[src/rtl/pe_array_ctrl_pkg.sv]
// -----------------------------------------------------------------------------
// pe_array_ctrl_pkg
// Shared definitions for the pe_array column sequencer:
//   - FSM state encoding (3-bit constants)
//   - pe_array mode encodings
//   - default PE output latency and the drain-length formula
// No ports (package).
// -----------------------------------------------------------------------------
package pe_array_ctrl_pkg;

`ifndef OUTPUT_LAT
`define OUTPUT_LAT 2
`endif

    // PE psum latency; the build may override it so it matches pe_array.
    localparam int OUTPUT_LAT_DEF = `OUTPUT_LAT;

    localparam logic [2:0] ST_IDLE  = 3'd0;
    localparam logic [2:0] ST_READ  = 3'd1;
    localparam logic [2:0] ST_DRAIN = 3'd2;
    localparam logic [2:0] ST_WRITE = 3'd3;
    localparam logic [2:0] ST_DONE  = 3'd4;

    localparam logic [1:0] MODE_CONV    = 2'b00;
    localparam logic [1:0] MODE_MAXPOOL = 2'b01;

    // Cycles from the we pulse until all 8 lanes of the skewed output word
    // are valid: 8 cycles of lane skew + PE latency + output register.
    function automatic int drain_cycles(input int lat);
        return lat + 9;
    endfunction

endpackage

[src/rtl/pe_array_ctrl_addr_gen.sv]
// -----------------------------------------------------------------------------
// pe_array_ctrl_addr_gen
// Address pointers and operand/tile counters for the column sequencer.
// Ports:
//   clk_i, rst_i             clock, synchronous active-high reset
//   load_i                   run accepted: load bases, clear k/t
//   step_i                   one operand read this cycle: advance A/B, k++
//   next_tile_i              output accepted, more tiles: rewind A, t++, out++
//   a_base_i/b_base_i/out_base_i  base addresses (used on load_i)
//   k_o, t_o                 operand index within tile, tile index
//   a_addr_o/b_addr_o/out_addr_o  current pointers
// -----------------------------------------------------------------------------
module pe_array_ctrl_addr_gen
    import pe_array_ctrl_pkg::*;
#(
    parameter int ADDR_WIDTH = 10,
    parameter int LEN_WIDTH  = 8
) (
    input  logic                  clk_i,
    input  logic                  rst_i,
    input  logic                  load_i,
    input  logic                  step_i,
    input  logic                  next_tile_i,
    input  logic [ADDR_WIDTH-1:0] a_base_i,
    input  logic [ADDR_WIDTH-1:0] b_base_i,
    input  logic [ADDR_WIDTH-1:0] out_base_i,
    output logic [LEN_WIDTH-1:0]  k_o,
    output logic [LEN_WIDTH-1:0]  t_o,
    output logic [ADDR_WIDTH-1:0] a_addr_o,
    output logic [ADDR_WIDTH-1:0] b_addr_o,
    output logic [ADDR_WIDTH-1:0] out_addr_o
);

    localparam logic [ADDR_WIDTH-1:0] A_ONE = 1;
    localparam logic [LEN_WIDTH-1:0]  L_ONE = 1;

    logic [ADDR_WIDTH-1:0] a_base_q, a_base_d;
    logic [ADDR_WIDTH-1:0] a_ptr_q, a_ptr_d;
    logic [ADDR_WIDTH-1:0] b_ptr_q, b_ptr_d;
    logic [ADDR_WIDTH-1:0] out_ptr_q, out_ptr_d;
    logic [LEN_WIDTH-1:0]  k_q, k_d;
    logic [LEN_WIDTH-1:0]  t_q, t_d;

    // B is never rewound: running straight on past the last operand of a
    // tile lands exactly on b_base + (t+1)*k_len, so no multiply is needed.
    always_comb begin
        a_base_d  = a_base_q;
        a_ptr_d   = a_ptr_q;
        b_ptr_d   = b_ptr_q;
        out_ptr_d = out_ptr_q;
        k_d       = k_q;
        t_d       = t_q;
        if (load_i) begin
            a_base_d  = a_base_i;
            a_ptr_d   = a_base_i;
            b_ptr_d   = b_base_i;
            out_ptr_d = out_base_i;
            k_d       = '0;
            t_d       = '0;
        end else begin
            if (step_i) begin
                a_ptr_d = a_ptr_q + A_ONE;
                b_ptr_d = b_ptr_q + A_ONE;
                k_d     = k_q + L_ONE;
            end
            if (next_tile_i) begin
                a_ptr_d   = a_base_q;
                out_ptr_d = out_ptr_q + A_ONE;
                k_d       = '0;
                t_d       = t_q + L_ONE;
            end
        end
    end

    always_ff @(posedge clk_i) begin
        if (rst_i) begin
            a_base_q  <= '0;
            a_ptr_q   <= '0;
            b_ptr_q   <= '0;
            out_ptr_q <= '0;
            k_q       <= '0;
            t_q       <= '0;
        end else begin
            a_base_q  <= a_base_d;
            a_ptr_q   <= a_ptr_d;
            b_ptr_q   <= b_ptr_d;
            out_ptr_q <= out_ptr_d;
            k_q       <= k_d;
            t_q       <= t_d;
        end
    end

    assign k_o        = k_q;
    assign t_o        = t_q;
    assign a_addr_o   = a_ptr_q;
    assign b_addr_o   = b_ptr_q;
    assign out_addr_o = out_ptr_q;

endmodule

[src/rtl/pe_array_ctrl.sv]
// -----------------------------------------------------------------------------
// pe_array_ctrl
// Sequencer for one 8-PE pe_array column. Per tile it streams k_len operand
// pairs from the A/B buffers (clr with the first, we with the last), waits
// DRAIN_CYCLES for the skewed output word, then writes it to the output
// buffer under a ready handshake. Repeats n_tiles times, then pulses done_o.
// Ports:
//   clk_i, rst_i                 clock, synchronous active-high reset
//   start_i                      start pulse (IDLE only)
//   mode_i, k_len_i, n_tiles_i   run config, latched at start
//   a_base_i/b_base_i/out_base_i base addresses, latched at start
//   busy_o, done_o               status
//   a_rd_o/b_rd_o, a_addr_o/b_addr_o   operand buffer reads
//   pe_clr_o, pe_we_o, pe_mode_o       pe_array control (aligned to read data)
//   out_we_o, out_addr_o, out_ready_i  output buffer write handshake
// Optional (macro PE_ARRAY_CTRL_PERF_EN):
//   perf_busy_cycles_o, perf_stall_cycles_o  saturating 32-bit counters
// -----------------------------------------------------------------------------
module pe_array_ctrl
    import pe_array_ctrl_pkg::*;
#(
    parameter int ADDR_WIDTH   = 10,
    parameter int LEN_WIDTH    = 8,
    parameter int OUTPUT_LAT   = OUTPUT_LAT_DEF,
    parameter int DRAIN_CYCLES = drain_cycles(OUTPUT_LAT)
) (
    input  logic                  clk_i,
    input  logic                  rst_i,
    input  logic                  start_i,
    input  logic [1:0]            mode_i,
    input  logic [LEN_WIDTH-1:0]  k_len_i,
    input  logic [LEN_WIDTH-1:0]  n_tiles_i,
    input  logic [ADDR_WIDTH-1:0] a_base_i,
    input  logic [ADDR_WIDTH-1:0] b_base_i,
    input  logic [ADDR_WIDTH-1:0] out_base_i,
    output logic                  busy_o,
    output logic                  done_o,
    output logic                  a_rd_o,
    output logic                  b_rd_o,
    output logic [ADDR_WIDTH-1:0] a_addr_o,
    output logic [ADDR_WIDTH-1:0] b_addr_o,
    output logic                  pe_clr_o,
    output logic                  pe_we_o,
    output logic [1:0]            pe_mode_o,
    output logic                  out_we_o,
    output logic [ADDR_WIDTH-1:0] out_addr_o,
    input  logic                  out_ready_i
`ifdef PE_ARRAY_CTRL_PERF_EN
    ,
    output logic [31:0]           perf_busy_cycles_o,
    output logic [31:0]           perf_stall_cycles_o
`endif
);

    localparam int                DRW        = $clog2(DRAIN_CYCLES + 1);
    localparam logic [DRW-1:0]    DRAIN_LAST = DRW'(DRAIN_CYCLES - 1);
    localparam logic [DRW-1:0]    DR_ONE     = 1;
    localparam logic [LEN_WIDTH-1:0] L_ONE   = 1;

    logic [2:0]           state_q, state_d;
    logic [DRW-1:0]       drain_q, drain_d;
    logic [1:0]           mode_q;
    logic [LEN_WIDTH-1:0] k_len_q;
    logic [LEN_WIDTH-1:0] n_tiles_q;
    logic                 pe_clr_q;
    logic                 pe_we_q;

    logic [LEN_WIDTH-1:0] k;
    logic [LEN_WIDTH-1:0] t;
    logic                 start_acc;
    logic                 step;
    logic                 k_last;
    logic                 t_last;
    logic                 accept;

    assign start_acc = (state_q == ST_IDLE) && start_i;
    assign step      = (state_q == ST_READ);
    assign k_last    = (k == k_len_q - L_ONE);
    assign t_last    = (t == n_tiles_q - L_ONE);
    assign accept    = (state_q == ST_WRITE) && out_ready_i;

    pe_array_ctrl_addr_gen #(
        .ADDR_WIDTH(ADDR_WIDTH),
        .LEN_WIDTH (LEN_WIDTH)
    ) u_addr_gen (
        .clk_i      (clk_i),
        .rst_i      (rst_i),
        .load_i     (start_acc),
        .step_i     (step),
        .next_tile_i(accept && !t_last),
        .a_base_i   (a_base_i),
        .b_base_i   (b_base_i),
        .out_base_i (out_base_i),
        .k_o        (k),
        .t_o        (t),
        .a_addr_o   (a_addr_o),
        .b_addr_o   (b_addr_o),
        .out_addr_o (out_addr_o)
    );

    always_comb begin
        state_d = state_q;
        drain_d = drain_q;
        case (state_q)
            ST_IDLE: begin
                if (start_i) begin
                    // Empty runs skip straight to the done pulse.
                    if (k_len_i == '0 || n_tiles_i == '0) state_d = ST_DONE;
                    else                                  state_d = ST_READ;
                end
            end
            ST_READ: begin
                if (k_last) begin
                    state_d = ST_DRAIN;
                    drain_d = '0;
                end
            end
            // First DRAIN cycle coincides with the pe_we pulse.
            ST_DRAIN: begin
                if (drain_q == DRAIN_LAST) state_d = ST_WRITE;
                else                       drain_d = drain_q + DR_ONE;
            end
            ST_WRITE: begin
                if (out_ready_i) state_d = t_last ? ST_DONE : ST_READ;
            end
            ST_DONE: state_d = ST_IDLE;
            default: state_d = ST_IDLE;
        endcase
    end

    always_ff @(posedge clk_i) begin
        if (rst_i) begin
            state_q   <= ST_IDLE;
            drain_q   <= '0;
            mode_q    <= MODE_CONV;
            k_len_q   <= '0;
            n_tiles_q <= '0;
            pe_clr_q  <= 1'b0;
            pe_we_q   <= 1'b0;
        end else begin
            state_q  <= state_d;
            drain_q  <= drain_d;
            // Delayed one cycle so they line up with the buffer read data.
            pe_clr_q <= step && (k == '0);
            pe_we_q  <= step && k_last;
            if (start_acc) begin
                mode_q    <= mode_i;
                k_len_q   <= k_len_i;
                n_tiles_q <= n_tiles_i;
            end
        end
    end

    assign busy_o    = (state_q != ST_IDLE);
    assign done_o    = (state_q == ST_DONE);
    assign a_rd_o    = step;
    assign b_rd_o    = step;
    assign pe_clr_o  = pe_clr_q;
    assign pe_we_o   = pe_we_q;
    assign pe_mode_o = mode_q;
    assign out_we_o  = (state_q == ST_WRITE);

`ifdef PE_ARRAY_CTRL_PERF_EN
    logic [31:0] perf_busy_q, perf_busy_d;
    logic [31:0] perf_stall_q, perf_stall_d;

    always_comb begin
        perf_busy_d  = perf_busy_q;
        perf_stall_d = perf_stall_q;
        if (start_acc) begin
            perf_busy_d  = '0;
            perf_stall_d = '0;
        end else begin
            if (busy_o && perf_busy_q != '1)
                perf_busy_d = perf_busy_q + 32'd1;
            if (out_we_o && !out_ready_i && perf_stall_q != '1)
                perf_stall_d = perf_stall_q + 32'd1;
        end
    end

    always_ff @(posedge clk_i) begin
        if (rst_i) begin
            perf_busy_q  <= '0;
            perf_stall_q <= '0;
        end else begin
            perf_busy_q  <= perf_busy_d;
            perf_stall_q <= perf_stall_d;
        end
    end

    assign perf_busy_cycles_o  = perf_busy_q;
    assign perf_stall_cycles_o = perf_stall_q;
`endif

endmodule

[config.mk]
export PLATFORM = sky130hd
export DESIGN_NAME = pe_array_ctrl
export DESIGN_NICKNAME = d
export VERILOG_FILES = /design/src/rtl/pe_array_ctrl_pkg.sv /design/src/rtl/pe_array_ctrl_addr_gen.sv /design/src/rtl/pe_array_ctrl.sv
export SDC_FILE = /design/constraint.sdc
export NUM_CORES = 1
export LEC_CHECK = 0
export ABC_AREA = 1
export CORE_ASPECT_RATIO = 0.5
export CORE_MARGIN = 2
export CORE_UTILIZATION = 40
export CTS_BUF_LIST = sky130_fd_sc_hd__clkbuf_8
export CTS_CLUSTER_SIZE = 30
export DETAILED_ROUTE_END_ITERATION = 12
export GPL_TIMING_DRIVEN = 0
export SLEW_MARGIN = 20
export SYNTH_ARGS = -nofsm -noshare
export SYNTH_HDL_FRONTEND = slang
export SYNTH_SLANG_ARGS = --single-unit
[constraint.sdc]
create_clock -name clk_i -period 5.4 [get_ports clk_i]
set_clock_uncertainty 0.05 [all_clocks]
set_input_delay 1.08 -clock clk_i [delete_from_list [all_inputs] [get_ports clk_i]]
set_output_delay 1.08 -clock clk_i [all_outputs]
set_load 0.05 [all_outputs]
==> reports/results.tsv <==
metric	value	unit
setup repair after global routing missed its margin	no	
Post-Place Cells	964	
maximum number of pins on one net before global-route repair	13	
overall routing resource usage	0.2197	
max-capacitance violation count	0	
worst-skew pair later-pin latency	360	ps
CP startpoint kind	flip-flop	
vias in the first global route	4472	
clock transition time at the flip-flop clock pins of the worst setup and hold paths	90	ps
Crit path buffers/inverters	4	
headroom to the max-slew limit	0.5544	
dominant combinational cell family by area after synthesis	simple AND/OR/NAND/NOR gates	
required time reported for the critical path endpoint	4270	ps
static leakage	0.002546	uW
XOR/XNOR Fraction of Synth Area	0.05259	
Chip Width	159.4	um
CTS tree	built	
reg2reg end	drain_q[3]	
critical path's top delay family	buffers and inverters	
crit path kind	reg -> out	
vias per inst	5.025	
post-CTS setup buffers	0	
per-instance average area after synthesis	6.802	um^2
minimum setup slack among reg-to-reg paths	3070	ps
Root Buffer Master	sky130_fd_sc_hd__clkbuf_8	
first-pass GRT wire length	22380	um
Reg-to-Reg Start	k_len_q[0]	
Total Neg Setup Slack	0	ps
initial antenna violation count	0	
fraction of the mapped netlist area in adder cells	0.02591	
final hold viol count	0	
Core ar.	11810	um^2
critical path cell sequence	inv_1 > nor3_4 > clkbuf_1 > buf_4 > clkdlybuf4s50_1	
worst voltage drop across the vdd grid	237.4	uV
number of buffers created by CTS	9	
Tightest Pin Transition	668.4	ps
smallest setup slack after layout	1434	ps
cell with the largest stage delay on the worst path	sky130_fd_sc_hd__clkdlybuf4s50_1	
total wire length after detailed routing	14100	um
per-cell routed wire length	14.41	um
post-synthesis register bit count	83	
number of antenna repair diodes	0	
Hold EP	u_addr_gen.a_base_q[3]	
power per cell area	500.3	nW/um^2
htree depth	3	
Hold Startpoint	u_addr_gen.a_base_q[3]	
simple-gate portion of the synthesized area	0.3329	
height of the die	81.70	um
Hold/Removal Path Class	reg -> reg	
maximum fanout along the worst path	11	
via count	4919	
synthesis warning total	0	
Compound-Gate Fraction of Synth Area	0.1477	
largest stage delay on the critical path	790	ps
multiplexer fraction of the synthesized cell area	0	
FP Rows	28	
capturing element type of the critical path	output pin	
layout cell share with drive strength beyond 1	0.07985	
number of remaining DRC errors	0	
fraction of the cycle the final worst path needs	0.7344	
maximum frequency from static timing analysis	252.2	MHz
worst slack at placement	1834	ps
Die Area	13020	um^2
Final Non-Filler Cells	979	
Hold Path Depth	2	
initial cell density of the core	0.4091	
number of ports placed on the die boundary	91	
maximum buffer depth of the clock tree	2	
setup-violating endpoint count in the final report	0	
global route total overflow	0	
total clock sinks	83	
net count after synthesis	772	
number of nets in the finished design	872	
Netlist cell types	43	
detailed-routing iteration count for the pre-antenna-repair pass	5	
run status	completed	
Iter 0 DRT Violations	271	
Max Transition Viols Final	0	
count of hold buffers inserted by post-cts repair	0	
detailed placer's ending HPWL	10720	um
area grow syn2layout	27.05	%
part of the Yosys area used for sequential elements	0.3440	
Gate Count Post-Synth	710	
count of cells resized by post-cts repair	0	
Synth Cell Area	4830	um^2
antenna violation net count after detailed routing	0	
shortest clock period the worst path allows after layout	3966	ps
number of input and output port buffers inserted	89	
Final GP Congestion	0.8319	
Fill cells	1227	
worst path arrival time	2840	ps
FF-to-FF path depth	15	
==> cell type report <==
type / count / area (um^2) / area share
Sequential cell: 83 / 1662 / 0.2708
Multi-Input combinational cell: 518 / 2700 / 0.4400
Timing Repair Buffer: 89 / 890.9 / 0.1452
Clock buffer: 10 / 137.6 / 0.02243
Buffer: 28 / 163.9 / 0.02671
Tap cell: 165 / 206.4 / 0.03365
Inverter: 81 / 304.0 / 0.04955
Clock inverter: 5 / 71.32 / 0.01162
==> placed cells by master (no fill, tap or decap), drive strengths merged, types with 2 or more instances in the layout <==
cell           Yosys  routed
inv               80      83
nor3              18      18
nand4              8       8
nand2            167     167
o22ai              3       3
nor3b              2       2
nand3b             6       6
o211ai             6       6
or2                3       3
a21boi             2       2
xor2              20      20
a21oi             45      45
xnor2              9       9
a31oi              3       3
ha                10      10
clkdlybuf4s50      0      89
nor4               6       6
dfxtp             83      83
bufinv             0       2
nor2              81      81
nand3             61      61
buf               15      15
o21ai             59      59
clkbuf            13      23
a211oi             7       7
==> flip-flops by register name, summed over array words and instances, names as in the netlist <==
signal / cells
drain_q: 4
k_len_q: 8
n_tiles_q: 8
pe_clr_o: 1
pe_mode_o: 2
pe_we_o: 1
state_q: 3
u_addr_gen.a_addr_o: 10
u_addr_gen.a_base_q: 10
u_addr_gen.b_addr_o: 10
u_addr_gen.k_o: 8
u_addr_gen.out_addr_o: 10
u_addr_gen.t_o: 8
==> synthesized netlist by cell type, drive strengths merged <==
cell,n,area (um^2)
a211oi,7,57.55
a21boi,2,15.01
a21oi,45,247.7
a31oi,3,18.77
and2,1,6.260
and3,1,6.260
buf,15,113.9
clkbuf,13,50.04
clkinv,1,3.750
dfxtp,83,1662
ha,10,125.1
inv,80,300.3
nand2,167,651.9
nand3,61,325.3
nand3b,6,45.04
nand4,8,50.05
nor2,81,334.1
nor3,18,117.6
nor3b,2,15.01
nor4,6,37.54
o211ai,6,60.06
o21ai,59,295.3
o22ai,3,18.77
or2,3,18.77
xnor2,9,78.83
xor2,20,175.2
==> through the flow <==
stage	hold WS, ps	utilization	instance area (um^2)	power, uW
2_1_floorplan	390.7	-	4830	2093
3_3_place_gp	401.1	0.5020	5927	2561
3_5_place_dp	409.4	0.5020	5927	2577
4_1_cts	420.0	0.5197	6136	3076
5_1_grt	447.6	0.5197	6136	3296
6_report	422.5	0.5197	6136	3070
==> cell families (layout without fill, tap and decap cells) <==
group,after synthesis,count (layout)
AND/OR/NAND/NOR,354,354
AO/OA/AOI/OAI,125,125
buffers and inverters,109,213
flip-flops,83,83
XOR/XNOR,29,29
adder cells (fa/ha/maj),10,10
==> metal layers <==
| metal | GRT usage | vias to the layer above | routed length [um] |
|---|---|---|---|
| li1 | - | 2508 | - |
| met1 | 0.3049 | 2277 | 7260 |
| met2 | 0.3561 | 120 | 6097 |
| met3 | 0.04293 | 14 | 608 |
| met4 | 0.05182 | 0 | 138 |
| met5 | 0 | - | 0 |
==> report_power, final <==
group,leakage [uW],internal [uW],total (uW),switching (uW)
Combinational,0.00175,566,1640,1080
Sequential,0.000682,769,930,161
Clock,0.000116,266,496,230
==> worst reg2reg max path: cells and delay by family, from the launching register on <==
kind                       cells  cell delay, ps
adders and majority gates      1             340
AOI/OAI and AO/OA              1              60
and+or+nand+nor               11            1240
buffers and inverters          2             150
DFF                            1             350
==> worst max-delay path by stage <==
stage | start | end | depth (start not counted)
3_5_place_dp | state_q[0] | b_rd_o | 5
3_3_place_gp | state_q[0] | b_rd_o | 5
6_report | state_q[0] | b_rd_o | 5
5_1_grt | state_q[0] | b_rd_o | 5
4_1_cts | state_q[0] | b_rd_o | 5
2_1_floorplan | state_q[0] | b_rd_o | 4
Power figures use the tool's default switching activity.
